**src/rtl/pipe_ctrl_pkg.sv**
```systemverilog
// Shared encodings for the pipeline hazard controller and its forwarding units.
package pipe_ctrl_pkg;

  localparam int unsigned REG_W = 4;
  localparam int unsigned FWD_W = 2;

  typedef enum logic [1:0] {
    ST_HOLD  = 2'd0,
    ST_RUN   = 2'd1,
    ST_FLUSH = 2'd2
  } state_t;

  localparam logic [FWD_W-1:0] FWD_REGFILE = 2'b00;
  localparam logic [FWD_W-1:0] FWD_WB      = 2'b01;
  localparam logic [FWD_W-1:0] FWD_MEM     = 2'b10;

  localparam logic [31:0]      NOP_INSTR   = 32'h0;
  localparam logic [REG_W-1:0] REG_PC      = 4'd15;

  // Pipeline sequencing controls decoded together each cycle
  typedef struct packed {
    logic pc_enable;
    logic if_id_enable;
    logic if_id_flush;
    logic cu_mux_select;
    logic pipe_enable;
  } ctrl_t;

  localparam ctrl_t CTRL_HOLD   = '{pc_enable: 1'b0, if_id_enable: 1'b0, if_id_flush: 1'b0,
                                    cu_mux_select: 1'b1, pipe_enable: 1'b1};
  localparam ctrl_t CTRL_STALL  = CTRL_HOLD;
  localparam ctrl_t CTRL_FREEZE = '{pc_enable: 1'b0, if_id_enable: 1'b0, if_id_flush: 1'b0,
                                    cu_mux_select: 1'b0, pipe_enable: 1'b0};
  localparam ctrl_t CTRL_FLUSH  = '{pc_enable: 1'b1, if_id_enable: 1'b1, if_id_flush: 1'b1,
                                    cu_mux_select: 1'b0, pipe_enable: 1'b1};
  localparam ctrl_t CTRL_RUN    = '{pc_enable: 1'b1, if_id_enable: 1'b1, if_id_flush: 1'b0,
                                    cu_mux_select: 1'b0, pipe_enable: 1'b1};

  // True when a writing pipeline stage targets the given source register
  function automatic logic reg_match(input logic we, input logic [REG_W-1:0] rd,
                                     input logic [REG_W-1:0] src);
    return we && (rd == src);
  endfunction

endpackage

```
**src/rtl/forwarding_unit.sv**
```systemverilog
// EX-stage operand forwarding select for a single source register.
module forwarding_unit
  import pipe_ctrl_pkg::*;
(
  input  logic [REG_W-1:0] src,
  input  logic [REG_W-1:0] mem_rd,
  input  logic             mem_reg_write,
  input  logic [REG_W-1:0] wb_rd,
  input  logic             wb_reg_write,
  output logic [FWD_W-1:0] fwd_sel_c
);

  // Youngest producer wins; the PC is never forwarded
  always_comb begin
    fwd_sel_c = FWD_REGFILE;
    if (src != REG_PC) begin
      if (reg_match(mem_reg_write, mem_rd, src)) begin
        fwd_sel_c = FWD_MEM;
      end else if (reg_match(wb_reg_write, wb_rd, src)) begin
        fwd_sel_c = FWD_WB;
      end
    end
  end

endmodule

```
**src/rtl/pipeline_hazard_controller.sv**
```systemverilog
// Sequences the 5-stage pipeline: post-reset hold, load-use stalls,
// taken-branch flushes, data-memory freezes and operand forwarding.
module pipeline_hazard_controller
  import pipe_ctrl_pkg::*;
#(
  parameter int unsigned RESET_HOLD_CYCLES = 2,
  parameter int unsigned FLUSH_CYCLES      = 1,
  parameter int unsigned CNT_W             = 16
) (
  input  logic             clk,
  input  logic             reset,
  input  logic [REG_W-1:0] id_rn,
  input  logic [REG_W-1:0] id_rm,
  input  logic             id_rn_used,
  input  logic             id_rm_used,
  input  logic             br_taken,
  input  logic [REG_W-1:0] ex_rd,
  input  logic             ex_reg_write,
  input  logic             ex_mem_to_reg,
  input  logic [REG_W-1:0] mem_rd,
  input  logic             mem_reg_write,
  input  logic [REG_W-1:0] wb_rd,
  input  logic             wb_reg_write,
  input  logic             dmem_busy,
  output logic             pc_enable,
  output logic             if_id_enable,
  output logic             if_id_flush,
  output logic             cu_mux_select,
  output logic             pipe_enable,
  output logic [FWD_W-1:0] fwd_a_sel,
  output logic [FWD_W-1:0] fwd_b_sel,
  output logic [CNT_W-1:0] stall_count
);

  localparam int unsigned HOLD_W  = (RESET_HOLD_CYCLES > 1) ? $clog2(RESET_HOLD_CYCLES) : 1;
  localparam int unsigned FLUSH_W = (FLUSH_CYCLES > 1) ? $clog2(FLUSH_CYCLES) : 1;
  localparam logic [HOLD_W-1:0]  HOLD_LAST  = HOLD_W'(RESET_HOLD_CYCLES - 1);
  localparam logic [FLUSH_W-1:0] FLUSH_LAST = FLUSH_W'(FLUSH_CYCLES - 1);

  state_t               state, state_nxt;
  logic [HOLD_W-1:0]    hold_cnt, hold_nxt;
  logic [FLUSH_W-1:0]   flush_cnt, flush_nxt;
  logic                 stall_inc;
  logic                 load_use;
  ctrl_t                ctrl;
  logic [FWD_W-1:0]     fwd_a_c, fwd_b_c;

  // Load in EX whose destination feeds an operand of the instruction in ID
  assign load_use = ex_mem_to_reg & ex_reg_write &
                    ((id_rn_used & (ex_rd == id_rn)) | (id_rm_used & (ex_rd == id_rm)));

  // State and counter registers
  always_ff @(posedge clk or posedge reset) begin
    if (reset) begin
      state     <= ST_HOLD;
      hold_cnt  <= '0;
      flush_cnt <= '0;
    end else begin
      state     <= state_nxt;
      hold_cnt  <= hold_nxt;
      flush_cnt <= flush_nxt;
    end
  end

  // Next-state and control decode; priority freeze > load-use > branch
  always_comb begin
    state_nxt = state;
    hold_nxt  = hold_cnt;
    flush_nxt = flush_cnt;
    stall_inc = 1'b0;
    ctrl      = CTRL_RUN;
    case (state)
      ST_HOLD: begin
        ctrl = CTRL_HOLD;
        if (hold_cnt == HOLD_LAST) begin
          state_nxt = ST_RUN;
          hold_nxt  = '0;
        end else begin
          hold_nxt = hold_cnt + HOLD_W'(1);
        end
      end
      ST_RUN: begin
        if (dmem_busy) begin
          ctrl      = CTRL_FREEZE;
          stall_inc = 1'b1;
        end else if (load_use) begin
          ctrl      = CTRL_STALL;
          stall_inc = 1'b1;
        end else if (br_taken) begin
          ctrl = CTRL_FLUSH;
          if (FLUSH_CYCLES > 1) begin
            state_nxt = ST_FLUSH;
            flush_nxt = FLUSH_W'(1);
          end
        end
      end
      ST_FLUSH: begin
        if (dmem_busy) begin
          ctrl      = CTRL_FREEZE;
          stall_inc = 1'b1;
        end else begin
          ctrl = CTRL_FLUSH;
          if (flush_cnt == FLUSH_LAST) begin
            state_nxt = ST_RUN;
            flush_nxt = '0;
          end else begin
            flush_nxt = flush_cnt + FLUSH_W'(1);
          end
        end
      end
      default: begin
        state_nxt = ST_HOLD;
        hold_nxt  = '0;
        flush_nxt = '0;
        ctrl      = CTRL_HOLD;
      end
    endcase
  end

  // Saturating count of stall and freeze cycles
  always_ff @(posedge clk or posedge reset) begin
    if (reset) begin
      stall_count <= '0;
    end else if (stall_inc && (stall_count != {CNT_W{1'b1}})) begin
      stall_count <= stall_count + CNT_W'(1);
    end
  end

  assign pc_enable     = ctrl.pc_enable;
  assign if_id_enable  = ctrl.if_id_enable;
  assign if_id_flush   = ctrl.if_id_flush;
  assign cu_mux_select = ctrl.cu_mux_select;
  assign pipe_enable   = ctrl.pipe_enable;

  forwarding_unit u_fwd_a (
    .src           (id_rn),
    .mem_rd        (mem_rd),
    .mem_reg_write (mem_reg_write),
    .wb_rd         (wb_rd),
    .wb_reg_write  (wb_reg_write),
    .fwd_sel_c     (fwd_a_c)
  );

  forwarding_unit u_fwd_b (
    .src           (id_rm),
    .mem_rd        (mem_rd),
    .mem_reg_write (mem_reg_write),
    .wb_rd         (wb_rd),
    .wb_reg_write  (wb_reg_write),
    .fwd_sel_c     (fwd_b_c)
  );

  // Forwarding is suppressed while reset is asserted
  assign fwd_a_sel = reset ? FWD_REGFILE : fwd_a_c;
  assign fwd_b_sel = reset ? FWD_REGFILE : fwd_b_c;

endmodule
```
**config.mk**
```make
export PLATFORM = sky130hd
export DESIGN_NAME = pipeline_hazard_controller
export DESIGN_NICKNAME = d
export VERILOG_FILES = /design/src/rtl/pipe_ctrl_pkg.sv /design/src/rtl/forwarding_unit.sv /design/src/rtl/pipeline_hazard_controller.sv
export SDC_FILE = /design/constraint.sdc
export NUM_CORES = 1
export LEC_CHECK = 0
export ABC_AREA = 1
export BUFFER_PORTS_ARGS = -buffer_cell sky130_fd_sc_hd__buf_2
export CORE_MARGIN = 2
export CORE_UTILIZATION = 45
export CTS_BUF_LIST = sky130_fd_sc_hd__clkbuf_16
export CTS_CLUSTER_SIZE = 14
export DETAILED_ROUTE_END_ITERATION = 16
export MAX_ROUTING_LAYER = met4
export PLACE_DENSITY = 0.76
export SKIP_CTS_REPAIR_TIMING = 1
export SYNTH_ARGS = -nofsm -noshare
export SYNTH_HDL_FRONTEND = slang
export SYNTH_SLANG_ARGS = --single-unit
export TNS_END_PERCENT = 5
```
**constraint.sdc**
```tcl
create_clock -name clk -period 1.6 [get_ports clk]
set_input_delay 0.16 -clock clk [delete_from_list [all_inputs] [get_ports clk]]
set_output_delay 0.16 -clock clk [all_outputs]
set_load 0.02 [all_outputs]
```
Word-level counts from Yosys, hierarchy flattened
Cells that the tools add are included. Widths: inputs -> output; s select.

Bits in registers: 20. Bits of input ports: 30. Output and inout port bits: 25. Word-level logic and storage cells: 64.

Add/sub/neg operators: 3. Equality and inequality tests: 14. Muxes and demuxes: 26. Bitwise operators: 7. Reductions and logical operators: 10.

Operators by type and width (count): $eq 4x4->1 (6); $mux 2 (9); $add 16x1->16 const B (1); $ne 16x16->1 const B (1); $mux 5 (3); $pmux 5 s2 (1); $mux 1 (8); $ne 4x4->1 const B (2); $ne 2x2->1 const B (3); $pmux 1 s2 (3); $pmux 2 s3 (1); $logic_and 1x1->1 (5); $and 1x1->1 (4); $reduce_and 4->1 (1); $reduce_or 2->1 (2); $mux 3 (1); $add 1x1->1 const B (2); $eq 2x1->1 const B (1); $eq 2x2->1 const B (1); $logic_not 2->1 (1); $not 1->1 (2); $reduce_and 2->1 (1); $or 1x1->1 (1).

Logic depth before layout (Yosys ltp)
Word-level depth: 8. Mapped depth: 12. Mapped depth without buffers: 11.

By module
From an unflattened synthesis, not the netlist that was laid out.

Cell total of the unflattened synthesis: 287. Area total of the unflattened synthesis: 1694.1 um2.

Modules (own cells, without submodules): pipeline_hazard_controller (times used 1, cells each 197, area an instance 1291.2 um2, sequential area each 450.4 um2); forwarding_unit (times used 2, cells each 45, area an instance 201.4 um2, sequential area each 0.0 um2).

Worst setup path after synthesis
No wires, ideal clock.

Path kind: register to register. Start point: reg stall_count[0]. End point: reg stall_count[2]. Library setup time: 0.118 ns. Data arrival time: 1.566 ns. Required time: 1.482 ns. Path slack: -0.084 ns. Cell stages (with the launch flop): 11. Clock period less this slack: 1.684 ns. Cells stage by stage: dfrtp_1 -> ha_1 -> nand3_1 -> nor2_4 -> nand4_2 -> nor2_4 -> nor2_4 -> nand2_8 -> buf_12 -> nand2_1 -> nand2_1.

Cells in the longest elaborated chain, start to end: 2.

Ends and longest elaborated chain: from (decl) (line pipeline_hazard_controller.sv:32) `output logic [CNT_W-1:0] stall_count`; from (signal assigned) (line pipeline_hazard_controller.sv:125) `stall_count <= stall_count + CNT_W'(1);`; parallel branches: the longest is 2 deep, another holds $add 16x1->16.

Several ways; the timed one is not identified. A chain may end at the register's enable or synchronous reset.

Final worst setup path
Start point: reg stall_count[0]. End point: reg stall_count[3].

The elaborated chain is that of the path after synthesis.

==> impl_metrics.toml <==
[status]
outcome = "finished, violations left"
violations = "hold timing"

[setup_path]
worstSetupEndpointType = "register"
cp_slowest_stage_delay_ns = 0.39
path_cells = "ha_4 -> nand3_4 -> nor2_4 -> nand4_4 -> nor2_4 -> nor2_4 -> buf_2 -> nand3_1 -> nand2_1"
cp_max_fo = 4
r2r_cells = 9
cp.arrival_ns = 1.66
cp.required_ns = 1.74
cp_slowest_cell = "dfrtp_2"
path_class = "register to register"
crit_top_cell = "nor2_4"
start_kind = "register"

[global_route]
grt_overflow = 0
grt_pass1_vias = 1535
grt_max_degree = 20
grt_pass1_wl_um = 6730
antenna_found_initial = 0
grt_use_total_pct = 21.3

[pwr]
p_total_mw = 1.61
p_leak_nw = 1.20
pwr-share-comb_pct = 34.0
pwr-share-clk_pct = 30.9
swShare_pct = 33.2
peakVddDrop_v = 0.000552
seqPwrFrac_pct = 35.1
p_switching_uw = 535
internal_power_mw = 1.08
p_per_area_nw_per_um2 = 791

[finish]
fin_cells = 335
finish.instance_area_um2 = 2040
layout-drive-gt1-share_pct = 33.2
fillers = 329
area_delta_synth_final_pct = 32.2
multi_input_area_um2 = 988
antennaDiodeCount = 0
final-seq-area_um2 = 453
nets = 321

[logic_synthesis]
synth_top_cell_by_area = "dfrtp_1"
ys_seq_elements = 18
synthArstFlopShare_pct = 100
yosys_most_used_dff = "dfrtp_1"
yosysWarnings = 0
ys_top_cells_by_count = "60 x nand2_1, 27 x nand3_1, 27 x nor2_1, 22 x inv_1, 18 x dfrtp_1"
syn_area_per_cell_um2 = 6.92
synth_top_area_share_pct = 29.2
syn_nets = 254
yosysSeqAreaShare_pct = 29.2
synth_edf_count = 0
yosysUniqueCellTypes = 28
synth_top_cells_by_area = "dfrtp_1 29%, nand2_1 15%, nand3_1 8.8%"
synth_cells = 223
synth_area_um2 = 1540
yosysMostFrequentCell = "nand2_1"

[clock_tree]
clk_pin_slew_ns = 0.05
tritoncts = "done"
numClockSinks = 18
clockBufferDepth = 2
clk_latency_ns = 0.25
htreeDepth = 1
cts_root_buf = "clkbuf_16"
numCtsBuffers = 3

[timing]
worst_slew_pin_slew_ns = 0.251
fin_tns_setup_ns = 0
fin_hold_ws_ns = -0.0380
setup_ws_ns = 0.0785
hold_viol_final = 18
slew_violations = 0
fmax_mhz = 657
setup_viol_count_final = 0
min_period_ns = 1.52
clock_skew_ns = 0.00166
period_share_pct = 95.1
max_slew_margin_pct = 83.3

[floorplanning]
fp.dieW_um = 62.6
io_pins = 55
die_area_um2 = 3920
design.core.area_um2 = 3310
initial_core_util_pct = 46.6
placementRows = 21
die_height_um = 62.6

[placed_design]
place_inst = 326
gp_congestion = 0.874
dp_slack_ns = 0.0623
io_buffers = 54
hpwl_um = 2840
place_area_um2 = 1900

[route]
drt_iter0_markers = 117
drc = 0
vias = 1618
drt-vias-per-instance = 4.83
first_pass_iters = 4
ant_nets = 0
finalWirelength_um = 3770
routedWlPerCell_um = 11.3

[hold_path]
hold_class = "primary input to async pin"

[run]
drv_cap = 0
logic make-up (layout without fill, tap and decap cells):
group,Yosys count,in the layout,synth area share [%]
AO/OA/AOI/OAI,9,9,3.48
XOR/XNOR,21,21,11.9
adder cells (fa/ha/maj),1,1,0.810
buffers and inverters,30,96,9.32
flip-flops,18,18,29.2
AND/OR/NAND/NOR,144,144,45.3
area by class of cell:
cell class	count	share of cell area (%)
Timing Repair Buffer	66	17.9
Inverter	26	4.78
Sequential cell	18	22.2
Tap cell	46	2.82
Multi-Input combinational cell	175	48.4
Clock buffer	3	3.68
Clock inverter	1	0.184
routing by layer:
layer / up-vias / part of all wire, % / global-route usage (%) / wire length (µm)
met5: - / 0 / - / 0
met4: 0 / 0.21 / 2.50 / 8
met3: 2 / 4.4 / 3.96 / 166
met2: 42 / 49 / 35.9 / 1830
met1: 734 / 47 / 27.5 / 1760
li1: 840 / - / - / -
critical path: cells and delay by family (launching register included):
family | cells | cell delay (ns)
flops | 1 | 0.39
fa+ha+maj | 1 | 0.17
buf+inv | 1 | 0.15
simple gates | 7 | 0.71
per-stage QoR:
step           hold WS (ns)  util [%]
2_1_floorplan         0.115         -
3_3_place_gp          0.231      57.3
3_5_place_dp          0.231      57.3
4_1_cts             -0.0308      59.7
5_1_grt             0.00666      61.6
6_report            -0.0380      61.6
power groups by stage:
stage                     Sequential [mW]  Clock (mW)  Combinational [mW]
after floorplan                     0.646           0               0.238
after CTS                           0.567       0.515               0.501
after detailed placement            0.574           0               0.501
after global routing                0.571       0.533               0.613
after global placement              0.573           0               0.494
final                               0.565       0.499               0.549
layout by cell type (no fill, tap or decap), drive strengths merged:
| cell type | count |
|---|---|
| xor2 | 9 |
| xnor2 | 12 |
| nor3 | 3 |
| dfrtp | 18 |
| o22ai | 2 |
| nand3 | 27 |
| or2 | 1 |
| ha | 1 |
| buf | 66 |
| clkinv | 2 |
| nor2 | 32 |
| a211oi | 1 |
| and3 | 2 |
| nor4 | 2 |
| clkbuf | 3 |
| o2111ai | 1 |
| nand4 | 5 |
| nand2 | 72 |
| o21ai | 5 |
| inv | 25 |
flip-flops by register name, summed over array words and instances, names as in the netlist:
name,flops
state,1
hold_cnt,1
stall_count,16
final timing paths:
| check | start | end | slack [ns] |
|---|---|---|---|
| worst min-delay path | reset | stall_count[3]$_DFFE_PP0P_ | -0.04 |
| min in group clk | dmem_busy | stall_count[9]$_DFFE_PP0P_ | 0.43 |
| max in group asynchronous | reset | stall_count[1]$_DFFE_PP0P_ | 1.41 |
| worst min register to register | hold_cnt$_DFFE_PP0N_ | hold_cnt$_DFFE_PP0N_ | 0.47 |
| worst max-delay path | stall_count[0]$_DFFE_PP0P_ | stall_count[3]$_DFFE_PP0P_ | 0.08 |
| worst max register to register | stall_count[0]$_DFFE_PP0P_ | stall_count[3]$_DFFE_PP0P_ | 0.08 |
(Power assumes the default switching activity.)
